--- config.mk ---
export PLATFORM = sky130hd
export DESIGN_NAME = fifo_burst_reader
export DESIGN_NICKNAME = d
export VERILOG_FILES = /design/src/rtl/fifo_burst_reader.sv
export SDC_FILE = /design/constraint.sdc
export NUM_CORES = 1
export LEC_CHECK = 0
export BUFFER_PORTS_ARGS = -buffer_cell sky130_fd_sc_hd__clkbuf_2
export CAP_MARGIN = 20
export CORE_MARGIN = 5
export CORE_UTILIZATION = 45
export CTS_BUF_LIST = sky130_fd_sc_hd__clkbuf_4
export DETAILED_ROUTE_END_ITERATION = 6
export PLACE_DENSITY = 0.66
export SLEW_MARGIN = 15
export SYNTH_ARGS = -nofsm -noshare
export SYNTH_HDL_FRONTEND = slang
export SYNTH_SLANG_ARGS = --single-unit
--- constraint.sdc ---
create_clock -name i_sys_clk -period 2.3 [get_ports i_sys_clk]
set_input_delay 0.115 -clock i_sys_clk [delete_from_list [all_inputs] [get_ports i_sys_clk]]
set_output_delay 0.115 -clock i_sys_clk [all_outputs]
set_load 0.01 [all_outputs]
--- src/rtl/fifo_burst_reader.sv ---
`default_nettype none
// ============================================================================
// Module   : fifo_burst_reader
// Brief    : Drains a sync FIFO through a 3-entry skid buffer and emits the
//            words as a valid/ready stream framed into fixed-length bursts.
// Revision : 1.0 - initial release
// ============================================================================
module fifo_burst_reader #(
    parameter int DATA_WIDTH = 8,
    parameter int BURST_LEN  = 16,
    parameter int CNT_WIDTH  = 16
) (
    input  logic                  i_sys_clk,
    input  logic                  i_sys_rst_n,
    input  logic                  i_enable,
    input  logic                  i_fifo_empty,
    input  logic [DATA_WIDTH-1:0] i_fifo_rdata,
    output logic                  o_fifo_rden,
    output logic [DATA_WIDTH-1:0] o_m_data,
    output logic                  o_m_valid,
    input  logic                  i_m_ready,
    output logic                  o_m_first,
    output logic                  o_m_last,
    output logic                  o_busy,
    output logic [CNT_WIDTH-1:0]  o_burst_cnt
);

    localparam int              C_IDX_W    = (BURST_LEN > 1) ? $clog2(BURST_LEN) : 1;
    localparam logic [C_IDX_W-1:0] C_LAST_IDX = C_IDX_W'(BURST_LEN - 1);

    typedef enum logic [1:0] {
        IDLE  = 2'd0,
        RUN   = 2'd1,
        DRAIN = 2'd2
    } state_t;

    state_t                 state_q,     state_d;
    logic [1:0]             occ_q,       occ_d;
    logic [1:0]             wr_ptr_q,    wr_ptr_d;
    logic [1:0]             rd_ptr_q,    rd_ptr_d;
    logic                   inflight_q,  inflight_d;
    logic [C_IDX_W-1:0]     issue_cnt_q, issue_cnt_d;
    logic [C_IDX_W-1:0]     out_cnt_q,   out_cnt_d;
    logic [CNT_WIDTH-1:0]   burst_cnt_q, burst_cnt_d;
    logic [DATA_WIDTH-1:0]  buf_q [3];
    logic [DATA_WIDTH-1:0]  buf_d [3];

    logic w_valid;
    logic w_last;
    logic w_pop;
    logic w_push;
    logic w_rden;

    function automatic logic [1:0] ptr_inc(input logic [1:0] p);
        return (p == 2'd2) ? 2'd0 : p + 2'd1;
    endfunction

    always_comb begin
        w_valid = (occ_q != 2'd0);
        w_last  = w_valid && (out_cnt_q == C_LAST_IDX);
        w_pop   = w_valid && i_m_ready;
        w_push  = inflight_q;
        // Credit check counts the word still in flight from the FIFO, so the
        // buffer can never overflow and ready never reaches the read enable.
        w_rden  = (state_q == RUN) && !i_fifo_empty
                  && (({1'b0, occ_q} + {2'b00, inflight_q}) < 3'd3)
                  && !(!i_enable && (issue_cnt_q == '0));

        state_d     = state_q;
        occ_d       = occ_q;
        wr_ptr_d    = wr_ptr_q;
        rd_ptr_d    = rd_ptr_q;
        inflight_d  = w_rden;
        issue_cnt_d = issue_cnt_q;
        out_cnt_d   = out_cnt_q;
        burst_cnt_d = burst_cnt_q;
        buf_d       = buf_q;

        if (w_push) begin
            buf_d[wr_ptr_q] = i_fifo_rdata;
            wr_ptr_d        = ptr_inc(wr_ptr_q);
        end
        if (w_pop) begin
            rd_ptr_d  = ptr_inc(rd_ptr_q);
            out_cnt_d = (out_cnt_q == C_LAST_IDX) ? '0 : out_cnt_q + 1'b1;
            if (w_last) begin
                burst_cnt_d = burst_cnt_q + 1'b1;
            end
        end
        case ({w_push, w_pop})
            2'b10:   occ_d = occ_q + 2'd1;
            2'b01:   occ_d = occ_q - 2'd1;
            default: occ_d = occ_q;
        endcase
        if (w_rden) begin
            issue_cnt_d = (issue_cnt_q == C_LAST_IDX) ? '0 : issue_cnt_q + 1'b1;
        end

        case (state_q)
            IDLE:    if (i_enable) state_d = RUN;
            RUN:     if (!i_enable && (issue_cnt_q == '0)) state_d = DRAIN;
            DRAIN:   if ((occ_q == 2'd0) && !inflight_q) state_d = IDLE;
            default: state_d = IDLE;
        endcase
    end

    always_ff @(posedge i_sys_clk or negedge i_sys_rst_n) begin
        if (!i_sys_rst_n) begin
            state_q     <= IDLE;
            occ_q       <= 2'd0;
            wr_ptr_q    <= 2'd0;
            rd_ptr_q    <= 2'd0;
            inflight_q  <= 1'b0;
            issue_cnt_q <= '0;
            out_cnt_q   <= '0;
            burst_cnt_q <= '0;
            for (int i = 0; i < 3; i++) begin
                buf_q[i] <= '0;
            end
        end else begin
            state_q     <= state_d;
            occ_q       <= occ_d;
            wr_ptr_q    <= wr_ptr_d;
            rd_ptr_q    <= rd_ptr_d;
            inflight_q  <= inflight_d;
            issue_cnt_q <= issue_cnt_d;
            out_cnt_q   <= out_cnt_d;
            burst_cnt_q <= burst_cnt_d;
            buf_q       <= buf_d;
        end
    end

    assign o_fifo_rden = w_rden;
    assign o_m_valid   = w_valid;
    assign o_m_data    = buf_q[rd_ptr_q];
    assign o_m_first   = w_valid && (out_cnt_q == '0);
    assign o_m_last    = w_last;
    assign o_busy      = (state_q != IDLE);
    assign o_burst_cnt = burst_cnt_q;

endmodule
`default_nettype wire

---- Word-level counts from Yosys, hierarchy flattened ----
Index checks and enable logic that the tools add are counted.
storage, ports and cells
  bits of input ports ..................... 13
  logic and storage cells ................. 73
  output and inout port bits .............. 29
  bits in registers ....................... 57
cells by class
  equality and inequality tests ........... 11
  bitwise logic cells ..................... 2
  $add $sub $neg .......................... 8
  muxes and demuxes ....................... 15
  reduce and logical (&&, ||, !) cells .... 22
  order comparisons ....................... 4
operators by type and width
  operator                                                               number
  24-bit bitwise mux                                                     1
  8-bit 2-to-1 mux                                                       3
  16-bit by 1-bit adder with 16-bit output, second input constant        1
  8-bit binary-select mux with 2-bit select                              1
  8-bit demux with 2-bit select                                          1
  2-bit 2-to-1 mux                                                       5
  1-bit logical AND                                                      9
  4-bit by 1-bit adder with 4-bit output, second input constant          2
  2-bit equality test, second input constant                             4
  4-bit equality test, second input constant                             2
  4-bit zero test                                                        2
  4-bit 2-to-1 mux                                                       2
  2-bit by 1-bit adder with 2-bit output, second input constant          3
  3-bit >= comparator, second input constant                             2
  2-bit NOT with 3-bit output                                            2
  2-bit case mux with 3 select lines                                     1
  2-bit nonzero test                                                     3
  2-bit by 1-bit equality test with 1-bit output, second input constant  2
  1-bit zero test                                                        4
  2-bit zero test                                                        2
  2-bit != test, second input constant                                   2
  2-bit case mux with 2 select lines                                     1
  2-bit by 1-bit adder with 3-bit output                                 1
  3-bit by 1-bit < comparator with 1-bit output, second input constant   1
  other kinds (5)                                                        5

---- Logic depth before layout (Yosys ltp) ----
Gate-level depths: netlist (run 1).
  word-level depth ........................ 6
  depth in mapped cells ................... 6
  mapped depth without buffers ............ 6

---- Worst setup path before layout (run 1) ----
No wires, ideal clock.
  path type ............................... register to register
  start ................................... reg occ_q[0]
  end ..................................... reg issue_cnt_q[3]
  path slack .............................. 0.353 ns
  library setup time ...................... 0.129 ns
  path buffers ............................ 0
  clock period less this slack ............ 1.947 ns
  stages on the path, launching flop included .. 7
  data required time ...................... 2.171 ns
  data arrival time ....................... 1.818 ns
  path through ............................ dfrtp_1 > ha_1 > ha_1 > or4b_4 > a211o_1 > o21ai_1 > o41ai_2
on the way
  longest elaborated chain between the ends .. 4
ends and longest elaborated chain
  element                                        RTL line  RTL
  start, declared                                38        logic [1:0] occ_q, occ_d;
  start signal, assigned                         110       occ_q <= 2'd0;
  start signal, assigned                         122       occ_q <= occ_d;
  2-bit by 1-bit adder with 3-bit output         66        && (({1'b0, occ_q} + {2'b00, inflight_q}) < 3'd3)
  3-bit by 2-bit < comparator with 1-bit output  66
  1-bit logical AND                              66
  1-bit logical AND                              67        && !(!i_enable && (issue_cnt_q == '0));
  end signal, assigned                           126       issue_cnt_q <= issue_cnt_d;
  end, declared                                  42        logic [C_IDX_W-1:0] issue_cnt_q, issue_cnt_d;
Every way passes these cells.
A chain may end at the register's enable or synchronous reset.

---- Worst setup path in the final report (run 1) ----
  start ................................... reg occ_q[0]
  end ..................................... out o_fifo_rden
on the way
  longest elaborated chain between the ends .. 4
ends and longest elaborated chain
  element                                        RTL line  RTL
  2-bit by 1-bit adder with 3-bit output         66
  3-bit by 2-bit < comparator with 1-bit output  66
  1-bit logical AND                              66
  1-bit logical AND                              67
  end, declared                                  18        output logic o_fifo_rden,
Every way passes these cells.

==> results of run 1 <==
[cells in the mapped netlist (all sizes together), types with 3 or more instances]
library cell  instances  area, µm²
o21ai                18       90.1
nand2                25       93.8
inv                  10       37.5
nand4                 5       31.3
dfrtp                57       1430
xnor2                16        140
and4                  3       26.3
mux2                 26        293
xor2                  4       35.0
ha                    8        100
mux2i                 8       80.1
nand3                 8       40.0
nor2                  7       26.3
[layer usage]
metal / part of all wire, % / routed length [µm]
met5: 0 / 0
met4: 2.2 / 112
met3: 4.4 / 226
met2: 47 / 2420
met1: 46 / 2380
[sequential cells by signal, summed over array words and instances (netlist names)]
| signal | flops |
|---|---|
| buf_q | 24 |
| inflight_q | 1 |
| issue_cnt_q | 4 |
| o_burst_cnt | 16 |
| occ_q | 2 |
| out_cnt_q | 4 |
| rd_ptr_q | 2 |
| state_q | 2 |
| wr_ptr_q | 2 |
[cell families after synthesis]
| kind of cell | Yosys count | share of synthesized area, % |
|---|---|---|
| AO/OA/AOI/OAI | 27 | 6.70 |
| XOR/XNOR | 20 | 6.65 |
| adder cells (fa/ha/maj) | 8 | 3.80 |
| buffers and inverters | 14 | 2.04 |
| flip-flops | 57 | 54.2 |
| multiplexers | 34 | 14.2 |
| AND/OR/NAND/NOR | 58 | 12.5 |
[repair_timing]
item | in CTS | in global routing
hold buffers | 10 | 0
endpoints found under the setup margin | 1 | 1
pin swaps | 1 | 1
gates resized for setup | 0 | 2
setup buffers | 1 | 2
hold endpoints to repair | 51 | 0
[critical path, cell delays in order (launching register included)]
cell	delay, ns
sky130_fd_sc_hd__dfrtp_2	0.43
sky130_fd_sc_hd__ha_1	0.20
sky130_fd_sc_hd__ha_1	0.17
sky130_fd_sc_hd__or4b_4	0.51
sky130_fd_sc_hd__a211oi_4	0.19
sky130_fd_sc_hd__buf_2	0.17
[power breakdown]
part	internal, mW	switching [mW]
sequential	1.37	0.316
combinational	0.736	0.668
clock	0.218	0.343
total	2.33	1.33
[through the flow]
stage / utilization [%] / area, µm²
floorplan: - / 2630
global placement: 52.8 / 2960
detailed placement: 52.8 / 2960
CTS: 56.5 / 3170
global route: 56.8 / 3190
finish: 56.8 / 3190
[area by class of cell]
type | instances | area share (%)
clock buffer | 10 | 2.36
clock inverter | 5 | 0.746
inverter | 10 | 1.18
multi-input combinational | 147 | 36.2
sequential | 57 | 44.8
tap | 72 | 2.83
timing repair buffer | 59 | 11.9
[final timing paths]
check | start | endpoint | slack (ns) | depth (start not counted)
min in group asynchronous | i_sys_rst_n | state_q[0] | 0.30 | 2
max | occ_q[0] | o_fifo_rden | 0.15 | 5
max reg2reg | occ_q[0] | issue_cnt_q[3] | 0.27 | 6
max in group asynchronous | i_sys_rst_n | o_burst_cnt[7] | 1.38 | 3
min reg2reg | o_burst_cnt[15] | o_burst_cnt[15] | 0.49 | 1
min | i_fifo_empty | inflight_q | 0.17 | 4
[cell usage in the layout (no fill, tap or decap), types with 8 or more instances in the layout]
cell type,instances
sky130_fd_sc_hd__o21ai_0,17
sky130_fd_sc_hd__xnor2_1,16
sky130_fd_sc_hd__clkbuf_4,10
sky130_fd_sc_hd__nand3_1,8
sky130_fd_sc_hd__inv_1,10
sky130_fd_sc_hd__mux2i_1,8
sky130_fd_sc_hd__dfrtp_1,56
sky130_fd_sc_hd__nand2_1,25
sky130_fd_sc_hd__clkbuf_2,40
sky130_fd_sc_hd__dlygate4sd3_1,10
sky130_fd_sc_hd__mux2_2,26
sky130_fd_sc_hd__ha_1,8
==> Flow_metrics.wiki, run 1 <==
{| class="wikitable"
! Metric !! Value
|-
| Worst EP required || 2.18 ns
|-
| Setup Total Neg Slack || 0 ns
|-
| Critical setup path kind || register to output port
|-
| Maximum clock frequency || between 400 and 500 MHz
|-
| Power density over cell area || ~1100 nW/µm²
|-
| Max-slew violations || 0
|-
| Ratio of cells with drive above 1 in the final layout || between 30% and 40%
|-
| Vertical die dimension || roughly 87 µm
|-
| Unrepaired setup endpoints after global routing || false
|-
| Area occupied by registers || ~1400 µm²
|-
| Post-Syn Instances || about 220
|-
| Final weighted congestion in routability-driven placement || between 0.7 and 0.8
|-
| Clock Latency Late Sink || between 0.3 and 0.4 ns
|-
| CP Launch Type || register
|-
| Number of antenna violations at the first check in global routing || 0
|-
| Number of enable-type register cells in the synthesized netlist || 0
|-
| Detail Route Antenna Nets || 0
|-
| Worst slew margin relative to its limit || a little over half
|-
| Layout Skew || about 0.013 ns
|-
| Overall Power || around 3.7 mW
|-
| Die ar. || around 7500 µm²
|-
| Share of the cycle needed by the critical path after routing || between 90% and 100%
|-
| Non-filler cells in the finished layout || 360
|-
| Combined area of all synthesized cells || between 2000 and 3000 µm²
|-
| Average wire per standard cell || roughly 14 µm
|-
| Number of nets in the finished design || a little over 300
|-
| Master cell of the clock root buffer || sky130_fd_sc_hd__clkbuf_4
|-
| Post-layout min period || 2.15 ns
|-
| Final-layout worst hold slack || 0.168 ns
|-
| Num Clock Sinks || 57
|-
| Final-layout fill cell count || 534
|-
| Combined global-route utilization of all metal layers || 15.7%
|-
| Total CTS buffers || 9
|-
| Clock-pin slew of the registers on the worst-case setup and hold paths || ~0.09 ns
|-
| Count of unique library cells instantiated by Yosys || 33
|-
| Data arrival at the endpoint of the critical path || roughly 2 ns
|-
| Die W || slightly below 90 µm
|-
| First-pass GRT wire length || approximately 9000 µm
|-
| Buffers from clock root to sink, at most || 2
|-
| Remaining DRCs || 0
|-
| Type of destination of the critical path || output port
|-
| Max capacitance violation total || 0
|-
| Final global-route overflow total || 0
|-
| I/O pin total || 42
|-
| Area used by multi-input combinational logic || ~1200 µm²
|-
| Post-synthesis sequential area ratio || between 50% and 60%
|-
| Synthesized net count || around 240
|-
| WL final || between 5000 and 6000 µm
|-
| Crit Path Max Fanout || 4
|-
| Starting Density || a little under half
|-
| Layout overhead on the synthesized area || 21.0%
|-
| H-Tree Depth || 3
|-
| Count of placed standard cells including taps || 332
|-
| Via-per-instance ratio || 5.08
|-
| Main flop type after synthesis || sky130_fd_sc_hd__dfrtp_1
|-
| Slew of the pin with the lowest slew margin || 0.700 ns
|-
| Syn Area/Cell || 12.1 µm²
|-
| Highest ir drop seen on vdd || 533 µV
|-
| Met3 Usage GRT || between 3 and 4%
|-
| Total number of vias || 1,827
|-
| First-iteration detailed-routing DRC count || 55
|-
| Detailed-placement wirelength estimate || approximately 3700 µm
|-
| Number of global-route vias before repair || approximately 1,900
|-
| Leakage power || between 1.5 and 2 nW
|-
| Endpoints failing setup || 0
|-
| Final worst-path setup slack || approximately 0.15 ns
|-
| Number of antenna cells inserted || 0
|-
| Pre-CTS setup slack || around 0.23 ns
|-
| Hold crit path type || input port to register
|-
| Yosys warning count || 0
|-
| Routing usage on met2 || between 20% and 30%
|-
| TritonCTS clock tree || done
|-
| Share of async-settable or async-resettable flops after synthesis || 100%
|-
| Flops & latches, synth || 57
|-
| Iteration count of the initial detailed-routing pass || 4
|-
| Row count || 27
|-
| Pin count of the biggest net entering global routing || 32
|-
| Area of the core region || between 5000 and 6000 µm²
|-
| Met1 Usage GRT || 19.8%
|-
| Most Used Layer, Global Route || met2
|-
| Result of the run || complete, no violations
|-
| Number of port buffers || a little over 40
|-
| Final Hold Violating Endpoints || 0
|}
(Power assumes the default switching activity.)
==> inputs of run 2 (changes only) <==
CELL_PAD_IN_SITES_DETAIL_PLACEMENT = 0   (was default)
CELL_PAD_IN_SITES_GLOBAL_PLACEMENT = 1   (was default)
PLACE_DENSITY = default   (was 0.66)
PLACE_DENSITY_LB_ADDON = 0.1   (was default)
clock period = 2.03 ns   (was 2.3 ns; I/O delays follow)
==> run 2 against run 1 <==
- clock-buffer cell count rose by 4
- non-clock buffer count rose by 6
- sequential power rose by 11%
- the flow now finishes with violations (setup timing)
- largest cell class unchanged
- wire length fell by 2.7%
- worst hold slack got worse by 0.056 ns
- worst setup slack got worse by 0.19 ns
- design area rose by 2.2%
- utilization rose by 1.2 points
- global-route usage fell by 0.11 points
- total power rose by 17%
==> Flow_metrics.wiki, run 2 (same netlist as run 1, synthesis figures left out) <==
{| class="wikitable"
! Metric !! Value
|-
| Cells on Worst Hold Path || 4 (unchanged)
|-
| Data arrival at the endpoint of the critical path || 1.97 ns (-0.07 ns)
|-
| Max capacitance violation total || 0 (unchanged)
|-
| Detail Route Antenna Nets || 0 (unchanged)
|-
| Worst slew margin relative to its limit || 58.9% (+5.5 points)
|-
| Area used by multi-input combinational logic || 1170 µm² (+1.3%)
|-
| Area occupied by registers || 1430 µm² (about the same)
|-
| Violated checks || setup timing
|-
| Post-layout min period || around 2.1 ns
|-
| Critical R2R Launch || occ_q[0]
|-
| Total CTS buffers || 9 (unchanged)
|-
| Register with the highest flop count || buf_q
|-
| Uppermost routed layer || met4
|-
| Iteration count of the initial detailed-routing pass || 4 (unchanged)
|-
| Final Cell Area || 3250 µm² (+2.2%)
|-
| Final weighted congestion in routability-driven placement || 0.724 (-3.1%)
|-
| Number of antenna cells inserted || 0 (unchanged)
|-
| WL final || 5000 µm (-2.7%)
|-
| CP bufs+invs || 1 (unchanged)
|-
| Leading cell types in the layout, fill and taps excluded || sky130_fd_sc_hd__dfrtp_1 (57), sky130_fd_sc_hd__clkbuf_2 (40), sky130_fd_sc_hd__mux2_2 (26)
|-
| R2r worst-path depth || 6 (unchanged)
|-
| Number of global-route vias before repair || 1,909 (+0.42%)
|-
| Maximum clock frequency || 483 MHz
|-
| Ratio of cells with drive above 1 in the final layout || 35.7% (+1.7 points)
|-
| Pin count of the biggest net entering global routing || 36 (+13%)
|-
| Num Clock Sinks || 57 (unchanged)
|-
| Power density over cell area || 1310 nW/µm² (+14%)
|-
| Detailed-placement wirelength estimate || 3530 µm (-5.2%)
|-
| Hold crit path type || input port to register
|-
| Slew of the pin with the lowest slew margin || 0.617 ns (-0.0831 ns)
|-
| CP Launch Type || register
|-
| DRT met1 WL || 2320 µm (-2.5%)
|-
| Crit Path Max Fanout || 2 (-2)
|-
| Master cell of the clock root buffer || sky130_fd_sc_hd__clkbuf_4
|-
| Number of antenna violations at the first check in global routing || 0 (unchanged)
|-
| Endpoints failing setup || 1 (+1)
|-
| Clock-pin slew of the registers on the worst-case setup and hold paths || 0.09 ns (about the same)
|-
| Register-to-register setup slack || 0.12 ns (-0.15 ns)
|-
| Final global-route overflow total || 0 (unchanged)
|-
| Average wire per standard cell || 13.7 µm (-4.3%)
|-
| Area of the core region || 5610 µm² (unchanged)
|-
| Remaining DRCs || 0 (unchanged)
|-
| Met3 layer wire length in the routed design || 234 µm (+3.5%)
|-
| Unrepaired setup endpoints after global routing || true
|-
| Die W || 86.5 µm (unchanged)
|-
| Layout overhead on the synthesized area || 23.6%
|-
| Final-layout worst hold slack || 0.112 ns (-0.0557 ns)
|-
| Number of port buffers || 41 (unchanged)
|-
| I/O pin total || 42 (unchanged)
|-
| HP Start || i_m_ready
|-
| Row count || 27 (unchanged)
|-
| Leakage power || 1.55 nW (+2.1%)
|-
| Largest register FFs || 24 (unchanged)
|-
| Slowest stage cell on the critical path || sky130_fd_sc_hd__or4b_4
|-
| Routed met2 length || 2310 µm (-4.6%)
|-
| Die ar. || 7480 µm² (unchanged)
|-
| H-Tree Depth || 3 (unchanged)
|-
| Starting Density || 47.0% (unchanged)
|-
| Endpoint of the worst hold-timing path || out_cnt_q[0]
|-
| Combined global-route utilization of all metal layers || 15.6% (-0.11 points)
|-
| Worst stage delay on the critical path || 0.50 ns (about the same)
|-
| Critical path's top delay family || simple AND/OR/NAND/NOR gates
|-
| First-pass GRT wire length || 8960 µm (-1.4%)
|-
| Type of destination of the critical path || output port
|-
| Most frequent standard cell in the layout excluding fill and tap cells || sky130_fd_sc_hd__dfrtp_1
|-
| Ordered cell list for the critical path || ha_2 -> ha_4 -> or4b_4 -> a211oi_4 -> buf_2
|-
| Final worst-path setup slack || -0.0413 ns (-0.189 ns)
|-
| Via-per-instance ratio || 5.11 (+0.62%)
|-
| Number of nets in the finished design || 311 (+2.0%)
|-
| Buffers from clock root to sink, at most || 2 (unchanged)
|-
| Clock Latency Late Sink || 0.39 ns (about the same)
|-
| Final-layout fill cell count || 506 (-5.2%)
|-
| Result of the run || finished, violations left
|-
| Final Hold Violating Endpoints || 0 (unchanged)
|-
| Total number of vias || 1,869 (+2.3%)
|-
| First-iteration detailed-routing DRC count || 38 (-31%)
|-
| Max-slew violations || 0 (unchanged)
|-
| TritonCTS clock tree || done
|-
| Layout Skew || 0.0139 ns (+0.000814 ns)
|-
| Highest ir drop seen on vdd || 710 µV (+33%)
|-
| Post-place instance area || 3000 µm² (+1.3%)
|-
| Vertical die dimension || 86.5 µm (unchanged)
|-
| Share of the cycle needed by the critical path after routing || 102%
|-
| Endpoint of the most critical register-to-register path || issue_cnt_q[3]
|-
| Critical setup path kind || register to output port
|-
| Worst EP required || 1.93 ns (-0.25 ns)
|}
==> run 2: cell types whose count changed in the layout (fill, tap and decap cells not counted), sizes merged <==
cell / delta
clkinv: -4
clkbuf: +4
buf: +6
==> run 2: final cells by class <==
class,instances,area share [%]
clock buffers,14,3.23
well taps,72,2.77
inverters,10,1.15
repair buffers,65,13.0
clock inverters,1,0.115
flip-flops and latches,57,43.8
multi-input cells,147,35.9
==> run 2: how the worst max path moves through the flow <==
| stage | cells after the start | startpoint | slack [ns] | to |
|---|---|---|---|---|
| finish | 5 | occ_q[0] | -0.04 | o_fifo_rden |
| floorplan | 6 | occ_q[0] | 0.08 | issue_cnt_q[3] |
| global route | 5 | occ_q[0] | -0.12 | o_fifo_rden |
| detailed placement | 6 | occ_q[0] | 0.11 | issue_cnt_q[3] |
| CTS | 5 | inflight_q | -0.16 | o_fifo_rden |
| global placement | 6 | occ_q[0] | 0.12 | issue_cnt_q[3] |
==> run 2: worst min-delay path, delay by kind of cell <==
| family | cells | cell delay, ns |
|---|---|---|
| compound gates | 2 | 0.19 |
| buf+inv | 1 | 0.09 |
| simple gates | 1 | 0.08 |
==> run 2: timing repair <==
action	CTS	global route
setup buffers	2	2
gates cloned	0	0
endpoints found under the setup margin	1	3
hold buffers	10	0
endpoints found under the hold margin	47	0
resized for setup	2	3
pin swaps	3	3
==> run 2: routing by layer <==
layer | global-route usage, % | up-vias
met5 | 0 | -
met4 | 9.35 | 0
met3 | 3.71 | 12
met2 | 24.1 | 36
met1 | 19.7 | 906
li1 | - | 915
==> run 2: power by group <==
part | internal, mW | leakage (nW) | switching (mW) | total [mW]
logic | 0.905 | 0.771 | 0.785 | 1.69
registers | 1.55 | 0.713 | 0.329 | 1.88
clock network | 0.312 | 0.0660 | 0.371 | 0.683
total | 2.77 | 1.55 | 1.48 | 4.26
==> run 2: per-stage QoR <==
stage | power (mW) | instances | setup WS (ns) | util (%) | setup TNS (ns)
final | 4.26 | 366 | -0.0413 | 58.0 | -0.0413
after global routing | 4.63 | 366 | -0.124 | 58.0 | -0.124
after CTS | 4.29 | 364 | -0.162 | 57.6 | -0.162
after detailed placement | 3.54 | 337 | 0.106 | 53.5 | 0
after global placement | 3.51 | 337 | 0.124 | 53.5 | 0
after floorplan | 2.96 | 218 | 0.0829 | - | 0
==> inputs of run 3 (changes only) <==
CORE_UTILIZATION = 40   (was 45)
==> run 3 against run 2 <==
- the run still ends with setup timing left
- non-clock buffer count is 4 lower
- wire length is 4.8% higher
- combinational power rose by 2%
- fmax down 0.63%
- critical path depth is the same
- total power is 2.2% higher
- register-to-register slack is essentially flat
- sequential share of layout area up 0.051 points
- design area down 0.12%
- largest power group unchanged
==> Flow_metrics.wiki, run 3 (same netlist as run 1, synthesis figures left out) <==
{| class="wikitable"
! Metric !! Value
|-
| Total CTS buffers || 9 (unchanged)
|-
| Max capacitance violation total || 0 (unchanged)
|-
| Type of destination of the critical path || output port
|-
| WL final || 5240 µm (+4.8%)
|-
| Clock Latency Late Sink || 0.38 ns (about the same)
|-
| Count of placed standard cells including taps || 341 (+1.2%)
|-
| Most frequent standard cell in the layout excluding fill and tap cells || sky130_fd_sc_hd__dfrtp_1
|-
| Post-layout min period || 2.08 ns (+0.0132 ns)
|-
| Result of the run || finished, violations left
|-
| Final global-route overflow total || 0 (unchanged)
|-
| Unrepaired setup endpoints after global routing || true
|-
| Critical path's top delay family || simple AND/OR/NAND/NOR gates
|-
| Num Clock Sinks || 57 (unchanged)
|-
| Number of antenna violations at the first check in global routing || 0 (unchanged)
|-
| Final-layout worst hold slack || 0.150 ns (+0.0376 ns)
|-
| Slew of the pin with the lowest slew margin || 0.535 ns (-0.0820 ns)
|-
| Highest ir drop seen on vdd || 672 µV (-5.3%)
|-
| Largest register FFs || 24 (unchanged)
|-
| Violated checks || setup timing
|-
| Detail Route Antenna Nets || 0 (unchanged)
|-
| Via-per-instance ratio || 4.96 (-2.9%)
|-
| Area of the core region || 6390 µm² (+14%)
|-
| Pin count of the biggest net entering global routing || 58 (+61%)
|-
| Register with the highest flop count || buf_q
|-
| First-iteration detailed-routing DRC count || 16 (-58%)
|-
| Buffers from clock root to sink, at most || 2 (unchanged)
|-
| H-Tree Depth || 3 (unchanged)
|-
| Crit Path Max Fanout || 2 (unchanged)
|-
| Row count || 29 (+7.4%)
|-
| TritonCTS clock tree || done
|-
| Clock-pin slew of the registers on the worst-case setup and hold paths || 0.09 ns (about the same)
|-
| Final design utilization || 50.9% (-7.1 points)
|-
| Maximum clock frequency || 480 MHz (-0.63%)
|-
| CP bufs+invs || 1 (unchanged)
|-
| First-pass GRT wire length || 9110 µm (+1.7%)
|-
| Critical setup path kind || register to output port
|-
| Ratio of cells with drive above 1 in the final layout || 34.4% (-1.4 points)
|-
| I/O pin total || 42 (unchanged)
|-
| Starting Density || 41.2% (-5.7 points)
|-
| Hold crit path type || input port to register
|-
| Slowest stage cell on the critical path || sky130_fd_sc_hd__or4b_4
|-
| Post-place instance area || 3000 µm² (about the same)
|-
| Final Cell Area || 3250 µm² (-0.12%)
|-
| Final worst-path setup slack || -0.0545 ns (-0.0132 ns)
|-
| Data arrival at the endpoint of the critical path || 1.98 ns (about the same)
|-
| Endpoints failing setup || 1 (unchanged)
|-
| Leading cell types in the layout, fill and taps excluded || sky130_fd_sc_hd__dfrtp_1 (57), sky130_fd_sc_hd__clkbuf_2 (40), sky130_fd_sc_hd__mux2_2 (26)
|-
| Remaining DRCs || 0 (unchanged)
|-
| Worst slew margin relative to its limit || 64.2% (+5.4 points)
|-
| Worst EP required || 1.93 ns (about the same)
|-
| Vertical die dimension || 91.1 µm (+5.4%)
|-
| Final weighted congestion in routability-driven placement || 0.659 (-9.0%)
|-
| Ordered cell list for the critical path || ha_2 -> ha_4 -> or4b_4 -> a211oi_4 -> buf_2
|-
| Master cell of the clock root buffer || sky130_fd_sc_hd__clkbuf_4
|-
| Layout Skew || 0.0131 ns (-0.000847 ns)
|-
| Combined global-route utilization of all metal layers || 13.6% (-2.0 points)
|-
| Iteration count of the initial detailed-routing pass || 4 (unchanged)
|-
| Register-to-register setup slack || 0.12 ns (about the same)
|-
| Average wire per standard cell || 14.2 µm (+4.2%)
|-
| Final Hold Violating Endpoints || 0 (unchanged)
|-
| Number of antenna cells inserted || 0 (unchanged)
|-
| CP Launch Type || register
|-
| Power density over cell area || 1340 nW/µm² (+2.3%)
|-
| Number of port buffers || 41 (unchanged)
|-
| Setup Total Neg Slack || -0.0545 ns (-0.0132 ns)
|-
| Die ar. || 8310 µm² (+11%)
|-
| Number of global-route vias before repair || 1,865 (-2.3%)
|-
| Share of the cycle needed by the critical path after routing || 103% (+0.65 points)
|-
| Total number of vias || 1,824 (-2.4%)
|-
| Non-filler cells in the finished layout || 368 (+0.55%)
|-
| Number of nets in the finished design || 307 (-1.3%)
|-
| Worst stage delay on the critical path || 0.50 ns (about the same)
|-
| Max-slew violations || 0 (unchanged)
|-
| Die W || 91.1 µm (+5.4%)
|-
| Leakage power || 1.54 nW (-0.85%)
|-
| Layout overhead on the synthesized area || 23.4%
|-
| Detailed-placement wirelength estimate || 3570 µm (+1.1%)
|}
## run 3: timing repair
action,in CTS,in global routing
resized for setup,3,1
pin swaps,2,3
hold buffers,10,0
setup buffers,1,0
setup endpoints to repair,1,2
endpoints found under the hold margin,82,0
## run 3: tightest hold or removal path, stage by stage
cell,delay (ns)
sky130_fd_sc_hd__clkbuf_2,0.08
sky130_fd_sc_hd__or4b_4,0.13
sky130_fd_sc_hd__a211o_1,0.13
sky130_fd_sc_hd__o41ai_2,0.06
## run 3: worst paths after layout
path	from	to	cells past startpoint
worst min-delay path	i_fifo_empty	issue_cnt_q[3]	4
worst max-delay path	inflight_q	o_fifo_rden	5
worst min register to register	o_burst_cnt[15]	o_burst_cnt[15]	1
max in group asynchronous	i_sys_rst_n	out_cnt_q[0]	3
worst max register to register	inflight_q	issue_cnt_q[3]	6
min in group asynchronous	i_sys_rst_n	buf_q[9]	3
## run 3: layout make-up
class,count,area [µm²]
Clock buffer,11,82.6
Tap cell,77,96.3
Sequential cell,57,1430
Clock inverter,5,46.3
Inverter,10,37.5
Timing Repair Buffer,61,393
Multi-Input combinational cell,147,1170
Fill cell,604,3140
## run 3: metrics by stage
stage / power (mW) / worst slack, ns
after floorplan: 2.96 / 0.0829
after global placement: 3.53 / 0.120
after detailed placement: 3.56 / 0.0660
after CTS: 4.43 / -0.178
after global routing: 4.72 / -0.144
final: 4.35 / -0.0545
## run 3: layer usage
| layer | GRT usage, % | share of wire, % | vias to the layer above | wire length [µm] |
|---|---|---|---|---|
| met4 | 6.60 | 1.5 | 0 | 78 |
| li1 | - | - | 907 | - |
| met5 | 0 | 0 | - | 0 |
| met2 | 20.0 | 45 | 33 | 2350 |
| met1 | 18.6 | 49 | 874 | 2560 |
| met3 | 3.55 | 4.7 | 10 | 247 |
## run 3: power breakdown
| group | switching (mW) | internal (mW) |
|---|---|---|
| clock | 0.395 | 0.390 |
| sequential | 0.283 | 1.55 |
| combinational | 0.850 | 0.878 |
| total | 1.53 | 2.82 |
